$ cat config.mk
export PLATFORM = sky130hd
export DESIGN_NAME = ccff_chain_loader
export DESIGN_NICKNAME = d
export VERILOG_FILES = /design/src/rtl/ccff_chain_loader.sv
export SDC_FILE = /design/constraint.sdc
export NUM_CORES = 1
export LEC_CHECK = 0
export CAP_MARGIN = 0
export CORE_ASPECT_RATIO = 0.7
export CORE_MARGIN = 4
export CORE_UTILIZATION = 51
export DETAILED_ROUTE_END_ITERATION = 8
export PLACE_DENSITY = 0.88
export SETUP_SLACK_MARGIN = 0.15
export SLEW_MARGIN = 40
export SYNTH_ARGS = -nofsm -noshare
export SYNTH_HDL_FRONTEND = slang
export SYNTH_SLANG_ARGS = --single-unit
$ cat constraint.sdc
create_clock -name prog_clk -period 2 [get_ports prog_clk]
set_input_delay 0.6 -clock prog_clk [delete_from_list [all_inputs] [get_ports prog_clk]]
set_output_delay 0.6 -clock prog_clk [all_outputs]
set_load 0.01 [all_outputs]
$ cat src/rtl/ccff_chain_loader.sv
// Configuration-chain sequencer: serialises words MSB-first onto the
// ccff chain and measures chain length with a walking one.
module ccff_chain_loader #(
  parameter int WORD_W    = 8,
  parameter int CHAIN_LEN = 20,
  parameter int CNT_W     = $clog2(2*CHAIN_LEN+1)
) (
  input  logic              prog_clk,
  input  logic              pReset,
  input  logic              start_load,
  input  logic              start_test,
  input  logic              abort,
  input  logic [WORD_W-1:0] word_in,
  input  logic              word_valid,
  output logic              word_ready,
  output logic              ccff_head,
  input  logic              ccff_tail,
  output logic              ccff_shift_en,
  output logic              busy,
  output logic              done,
  output logic              err,
  output logic [CNT_W-1:0]  bits_shifted
);

  localparam int IDX_W = (WORD_W > 1) ? $clog2(WORD_W) : 1;

  localparam logic [CNT_W-1:0] LAST_BIT = CNT_W'(CHAIN_LEN - 1);
  localparam logic [CNT_W-1:0] FULL_CNT = CNT_W'(CHAIN_LEN);
  localparam logic [CNT_W-1:0] LIMIT    = CNT_W'(2 * CHAIN_LEN);
  localparam logic [IDX_W-1:0] LAST_IDX = IDX_W'(WORD_W - 1);

  typedef enum logic [2:0] {
    S_IDLE,
    S_LD_WAIT,
    S_LD_SHIFT,
    S_TST_SHIFT,
    S_FINISH
  } state_t;

  state_t            state_q, state_d;
  logic [WORD_W-1:0] sreg_q, sreg_d;
  logic [CNT_W-1:0]  cnt_q, cnt_d;
  logic [IDX_W-1:0]  idx_q, idx_d;
  logic              err_q, err_d;
  logic              shifting;

  // State and datapath registers
  always_ff @(posedge prog_clk or posedge pReset) begin
    if (pReset) begin
      state_q <= S_IDLE;
      sreg_q  <= '0;
      cnt_q   <= '0;
      idx_q   <= '0;
      err_q   <= 1'b0;
    end else begin
      state_q <= state_d;
      sreg_q  <= sreg_d;
      cnt_q   <= cnt_d;
      idx_q   <= idx_d;
      err_q   <= err_d;
    end
  end

  // Next-state and datapath update
  always_comb begin
    state_d = state_q;
    sreg_d  = sreg_q;
    cnt_d   = cnt_q;
    idx_d   = idx_q;
    err_d   = err_q;
    unique case (state_q)
      S_IDLE: begin
        if (start_load && start_test) begin
          err_d = 1'b1;
        end else if (start_load) begin
          state_d = S_LD_WAIT;
          err_d   = 1'b0;
          cnt_d   = '0;
        end else if (start_test) begin
          state_d = S_TST_SHIFT;
          err_d   = 1'b0;
          cnt_d   = '0;
          sreg_d  = {1'b1, {(WORD_W-1){1'b0}}};
        end
      end
      S_LD_WAIT: begin
        if (word_valid) begin
          sreg_d  = word_in;
          idx_d   = '0;
          state_d = S_LD_SHIFT;
        end
      end
      S_LD_SHIFT: begin
        sreg_d = sreg_q << 1;
        cnt_d  = cnt_q + CNT_W'(1);
        idx_d  = idx_q + IDX_W'(1);
        if (cnt_q == LAST_BIT) begin
          state_d = S_FINISH;
        end else if (idx_q == LAST_IDX) begin
          state_d = S_LD_WAIT;
        end
      end
      S_TST_SHIFT: begin
        // Tail seen now reflects cnt_q shifts. The deciding cycle
        // still pulses the enable, but the test leaves the chain
        // invalid anyway, so that edge is not counted.
        sreg_d = sreg_q << 1;
        if (cnt_q != '0 && ccff_tail) begin
          if (cnt_q == FULL_CNT) begin
            state_d = S_FINISH;
          end else begin
            state_d = S_IDLE;
            err_d   = 1'b1;
          end
        end else if (cnt_q == LIMIT) begin
          state_d = S_IDLE;
          err_d   = 1'b1;
        end else begin
          cnt_d = cnt_q + CNT_W'(1);
        end
      end
      S_FINISH: begin
        state_d = S_IDLE;
      end
      default: begin
        state_d = S_IDLE;
      end
    endcase
    if (abort && state_q != S_IDLE) begin
      state_d = S_IDLE;
      err_d   = 1'b1;
    end
  end

  assign shifting      = (state_q == S_LD_SHIFT) ||
                         (state_q == S_TST_SHIFT);
  assign ccff_shift_en = shifting;
  assign ccff_head     = shifting & sreg_q[WORD_W-1];
  assign word_ready    = (state_q == S_LD_WAIT);
  assign busy          = (state_q != S_IDLE);
  assign done          = (state_q == S_FINISH);
  assign err           = err_q;
  assign bits_shifted  = cnt_q;

endmodule

==> metrics.txt <==
# TYPE chip_impl_metric gauge
chip_impl_metric{name="synthAdderAreaFrac",unit="%"} 3.683
chip_impl_info{name="root_buffer",value="sky130_fd_sc_hd__clkbuf_8"} 1
chip_impl_metric{name="layout.filler_cells",unit=""} 156
chip_impl_metric{name="groute.usage.overall",unit="%"} 23.65
chip_impl_metric{name="number_of_global_route_vias_before_repair",unit=""} 1377
chip_impl_metric{name="dp_worst_setup_slack",unit="ns"} -0.2480
chip_impl_info{name="worstSetupStartpointType",value="flop"} 1
chip_impl_metric{name="routed_via_density",unit=""} 6.108
chip_impl_info{name="crit_chain",value="buf_6 > buf_6 > or4b_4 > a211o_1 > o211ai_1 > nand3_1"} 1
chip_impl_metric{name="starting_density",unit="%"} 54.44
chip_impl_metric{name="via_count",unit=""} 1417
chip_impl_metric{name="max_slew.worst_pin.slew",unit="ns"} 0.3556
chip_impl_metric{name="finish.cell_count_without_fillers",unit=""} 232
chip_impl_info{name="rr_startpoint",value="state_q[2]$_DFFE_PP0P_"} 1
chip_impl_metric{name="routedWlPerCell",unit="um"} 17.06
chip_impl_metric{name="clock_path_buffers",unit=""} 2
chip_impl_metric{name="timing.critical_path.fanout_max",unit=""} 9
chip_impl_metric{name="worst_setup_hold_path_clk_slew",unit="ns"} 0.08
chip_impl_metric{name="synth-seq-area-share",unit="%"} 38.67
chip_impl_metric{name="timing.hold.worst_path_depth",unit=""} 1
chip_impl_metric{name="post_synthesis_simple_gate_area_fraction",unit="%"} 20.07
chip_impl_metric{name="number_of_antenna_violations_at_the_first_check_in_global_routing",unit=""} 0
chip_impl_metric{name="combinationalPowerShare",unit="%"} 64.1
chip_impl_metric{name="finalCritPeriodShare",unit="%"} 95.62
chip_impl_metric{name="maxSlewViolCount",unit=""} 0
chip_impl_metric{name="final.setup.tns",unit="ns"} 0
chip_impl_metric{name="gp_congestion",unit=""} 0.9032
chip_impl_metric{name="layout_cell_share_with_drive_strength_beyond_1",unit="%"} 36.36
chip_impl_info{name="setup.worst_path.end_class",value="flop"} 1
chip_impl_info{name="synth_top_family_by_area",value="compound AO/OA/AOI/OAI gates"} 1
chip_impl_metric{name="antenna_cells_inserted",unit=""} 0
chip_impl_metric{name="dp_cells",unit=""} 212
chip_impl_info{name="mostFrequentLayoutCell",value="sky130_fd_sc_hd__buf_4"} 1
chip_impl_metric{name="timing.reg2reg.worst_path_depth",unit=""} 6
chip_impl_metric{name="place_area",unit="um^2"} 1730
chip_impl_metric{name="core",unit="um^2"} 2496
chip_impl_metric{name="finalSetupViolations",unit=""} 0
chip_impl_info{name="critPathSlowestCell",value="sky130_fd_sc_hd__or4b_4"} 1
chip_impl_metric{name="postRouteWirelength",unit="um"} 3957
chip_impl_info{name="layout.cells.most_common_list",value="sky130_fd_sc_hd__buf_4 (26), sky130_fd_sc_hd__dfrtp_1 (16), sky130_fd_sc_hd__clkdlybuf4s50_1 (16), sky130_fd_sc_hd__nor2_1 (13)"} 1
chip_impl_metric{name="synth_enable_flop_cells",unit=""} 0
chip_impl_info{name="hold_path.class",value="reg -> reg"} 1
chip_impl_info{name="worst_setup_path_startpoint",value="state_q[2]$_DFFE_PP0P_"} 1
chip_impl_metric{name="placement_rows",unit=""} 15
chip_impl_metric{name="areaGrowthSynthToFinish",unit="%"} 46.32
chip_impl_info{name="cts_tree",value="built"} 1
chip_impl_metric{name="worstPathArrival",unit="ns"} 2.06
chip_impl_metric{name="gr-total-overflow",unit=""} 0
chip_impl_metric{name="fin_nets",unit=""} 218
chip_impl_metric{name="synthesis.area_per_instance",unit="um^2"} 9.569
chip_impl_metric{name="least_setup_slack_across_all_paths_after_layout",unit="ns"} 0.08758
chip_impl_metric{name="cp_slowest_stage_delay",unit="ns"} 0.55
chip_impl_metric{name="unique_cell_type_count_in_the_yosys_netlist",unit=""} 46
chip_impl_metric{name="synthesis.instances",unit=""} 142
chip_impl_metric{name="synth-xor-area-share",unit="%"} 0.6446
chip_impl_info{name="critical-path-top-cell-by-count",value="sky130_fd_sc_hd__buf_6"} 1
chip_impl_metric{name="asyncSetResetFlopFracSynth",unit="%"} 100.0
chip_impl_metric{name="timing.max_cap.violations",unit=""} 0
chip_impl_metric{name="grt_start_max_net_pins",unit=""} 22
chip_impl_metric{name="max_clock_freq",unit="MHz"} 522.9
chip_impl_metric{name="power.share.sequential",unit="%"} 26.1
chip_impl_metric{name="number_of_synthesized_register_bits",unit=""} 21
chip_impl_metric{name="worst_slew_margin_rel",unit="%"} 76.12
chip_impl_metric{name="clock_latency",unit="ns"} 0.27
chip_impl_metric{name="post-dp-hpwl",unit="um"} 2552
chip_impl_metric{name="complex_gate_fraction_of_the_synthesized_area",unit="%"} 29.65
chip_impl_metric{name="drtAntennaViolNets",unit=""} 0
chip_impl_info{name="synth-main-ff-cell",value="sky130_fd_sc_hd__dfrtp_1"} 1
chip_impl_metric{name="firstDrtPassIters",unit=""} 4
chip_impl_metric{name="htree_levels",unit=""} 1
chip_impl_metric{name="internal_power",unit="W"} 0.001749
chip_impl_info{name="rsz0062_at_grt",value="true"} 1
chip_impl_metric{name="place.port_buffers",unit=""} 26
chip_impl_info{name="worstSetupPathType",value="reg -> reg"} 1
chip_impl_metric{name="synthesis_warnings",unit=""} 0
chip_impl_metric{name="ir_worst_vdd",unit="mV"} 0.7550
chip_impl_metric{name="design_power_total",unit="W"} 0.002941
chip_impl_metric{name="netlist_area",unit="um^2"} 1359
chip_impl_metric{name="numCtsBuffers",unit=""} 3
chip_impl_metric{name="setup_skew",unit="ns"} 0.006411
chip_impl_metric{name="crit_required",unit="ns"} 2.14
chip_impl_metric{name="cts.sinks",unit=""} 21
chip_impl_metric{name="stdcell_area",unit="um^2"} 1988
chip_impl_metric{name="post-route-min-period",unit="ns"} 1.912
chip_impl_metric{name="leakagePower",unit="nW"} 0.9101
chip_impl_metric{name="net_switching_share_of_the_total_power",unit="%"} 40.53
chip_impl_metric{name="fp.dieArea",unit="um^2"} 3567
chip_impl_metric{name="timing_hold_violations_final",unit=""} 0
chip_impl_metric{name="count_of_unresolved_drc_violations_after_routing",unit=""} 0
chip_impl_metric{name="clkPwrFrac",unit="%"} 9.8
chip_impl_metric{name="power_density",unit="nW/um^2"} 1479
chip_impl_info{name="outcome",value="complete, no violations"} 1
chip_impl_metric{name="die_h",unit="um"} 51.19
chip_impl_metric{name="p_sw",unit="W"} 0.001192
chip_impl_metric{name="first_iter_violations",unit=""} 147
chip_impl_metric{name="muxShareOfSynthArea",unit="%"} 1.565
chip_impl_metric{name="mappedNetlistNets",unit=""} 161
chip_impl_metric{name="horizontal_die_dimension",unit="um"} 69.70
chip_impl_metric{name="io_pins",unit=""} 27
chip_impl_info{name="worst_hold_startpoint",value="idx_q[1]$_DFFE_PP0P_"} 1
chip_impl_metric{name="first_pass_grt_wire_length",unit="um"} 6603
synth_stat cells (2+ instances only):
cell type / count / share of area, %
sky130_fd_sc_hd__o211ai_1: 7 / 3.9
sky130_fd_sc_hd__nor2_1: 13 / 3.6
sky130_fd_sc_hd__o22a_1: 4 / 2.6
sky130_fd_sc_hd__a2bb2oi_1: 2 / 1.3
sky130_fd_sc_hd__nor3b_1: 2 / 1.1
sky130_fd_sc_hd__and2_1: 2 / 0.92
sky130_fd_sc_hd__a21oi_1: 10 / 3.7
sky130_fd_sc_hd__inv_1: 9 / 2.5
sky130_fd_sc_hd__o211a_1: 2 / 1.5
sky130_fd_sc_hd__ha_1: 4 / 3.7
sky130_fd_sc_hd__nand3b_1: 2 / 1.1
sky130_fd_sc_hd__o21ai_0: 6 / 2.2
sky130_fd_sc_hd__buf_6: 3 / 2.5
sky130_fd_sc_hd__nand3_1: 3 / 1.1
sky130_fd_sc_hd__a211o_1: 2 / 1.3
sky130_fd_sc_hd__and3_2: 2 / 1.1
sky130_fd_sc_hd__nand2b_1: 3 / 1.4
sky130_fd_sc_hd__buf_2: 2 / 0.74
sky130_fd_sc_hd__nand2_1: 6 / 1.7
sky130_fd_sc_hd__o21a_1: 4 / 2.2
sky130_fd_sc_hd__o21ai_1: 3 / 1.1
sky130_fd_sc_hd__dfrtp_1: 21 / 39
sky130_fd_sc_hd__and2b_2: 2 / 1.3
sky130_fd_sc_hd__a22oi_1: 6 / 3.3
cell families (layout without fill, tap and decap cells):
group,count (synthesis),after routing
AOI/OAI and AO/OA,55,55
and+or+nand+nor,45,45
DFF,21,21
buffers and inverters,14,70
adders and majority gates,4,4
muxes,2,2
xor gates and xnor gates,1,1
path summary, 6_finish.rpt:
path                                                to  slack (ns)
setup / recovery                state_q[0]$_DFFE_PP0P_        0.09
hold / removal                    idx_q[1]$_DFFE_PP0P_        0.53
setup reg to reg                state_q[0]$_DFFE_PP0P_        0.09
hold reg to reg                   idx_q[1]$_DFFE_PP0P_        0.53
max in group asynchronous  bits_shifted[3]$_DFFE_PP0P_        1.10
min in group asynchronous  bits_shifted[4]$_DFFE_PP0P_        0.66
metrics by stage:
step	util (%)	hold WS, ns
after floorplan	-	0.4721
after global placement	69.32	0.4980
after detailed placement	69.32	0.4999
after CTS	77.14	0.5326
after global routing	79.65	0.5661
final	79.65	0.5316
worst max-delay path, delay by kind of cell, from the launching register on:
| family | cells | cell delay, ns |
|---|---|---|
| buffers and inverters | 2 | 0.27 |
| DFF | 1 | 0.43 |
| and+or+nand+nor | 2 | 0.66 |
| AOI/OAI and AO/OA | 2 | 0.42 |
power by group through the flow:
stage	combinational, W	clock, W	sequential, W
2_1_floorplan	0.000931	0	0.000755
3_3_place_gp	0.00139	0	0.000762
3_5_place_dp	0.00146	0	0.000784
4_1_cts	0.00172	0.000294	0.000760
5_1_grt	0.00203	0.000317	0.000792
6_report	0.00189	0.000287	0.000769
metal layers:
layer | vias up | share of wire [%] | GRT usage [%]
met5 | - | 0 | 0
met4 | 0 | 2.5 | 7.325
met3 | 15 | 8.2 | 6.090
met2 | 89 | 45 | 39.87
met1 | 672 | 44 | 30.20
li1 | 641 | - | -
cell type report:
class | instances | area [um^2] | area share [%]
clock buffer | 3 | 41.29 | 2.077
clock inverter | 1 | 5.005 | 0.2517
inverter | 9 | 36.28 | 1.825
multi-input combinational | 107 | 820.8 | 41.28
sequential | 21 | 531.8 | 26.75
tap | 34 | 42.54 | 2.140
timing repair buffer | 57 | 510.5 | 25.68
flip-flops by register name (all words and copies together), names as in the netlist:
name          flops
sreg_q            8
bits_shifted      6
state_q           3
idx_q             3
err               1
what timing repair did:
item | 4_1_cts | 5_1_grt
endpoints found under the setup margin | 25 | 15
pin swaps | 9 | 3
setup buffers | 11 | 5
gates resized for setup | 46 | 7
hold buffers | 0 | 0
Power figures use the tool's default switching activity.
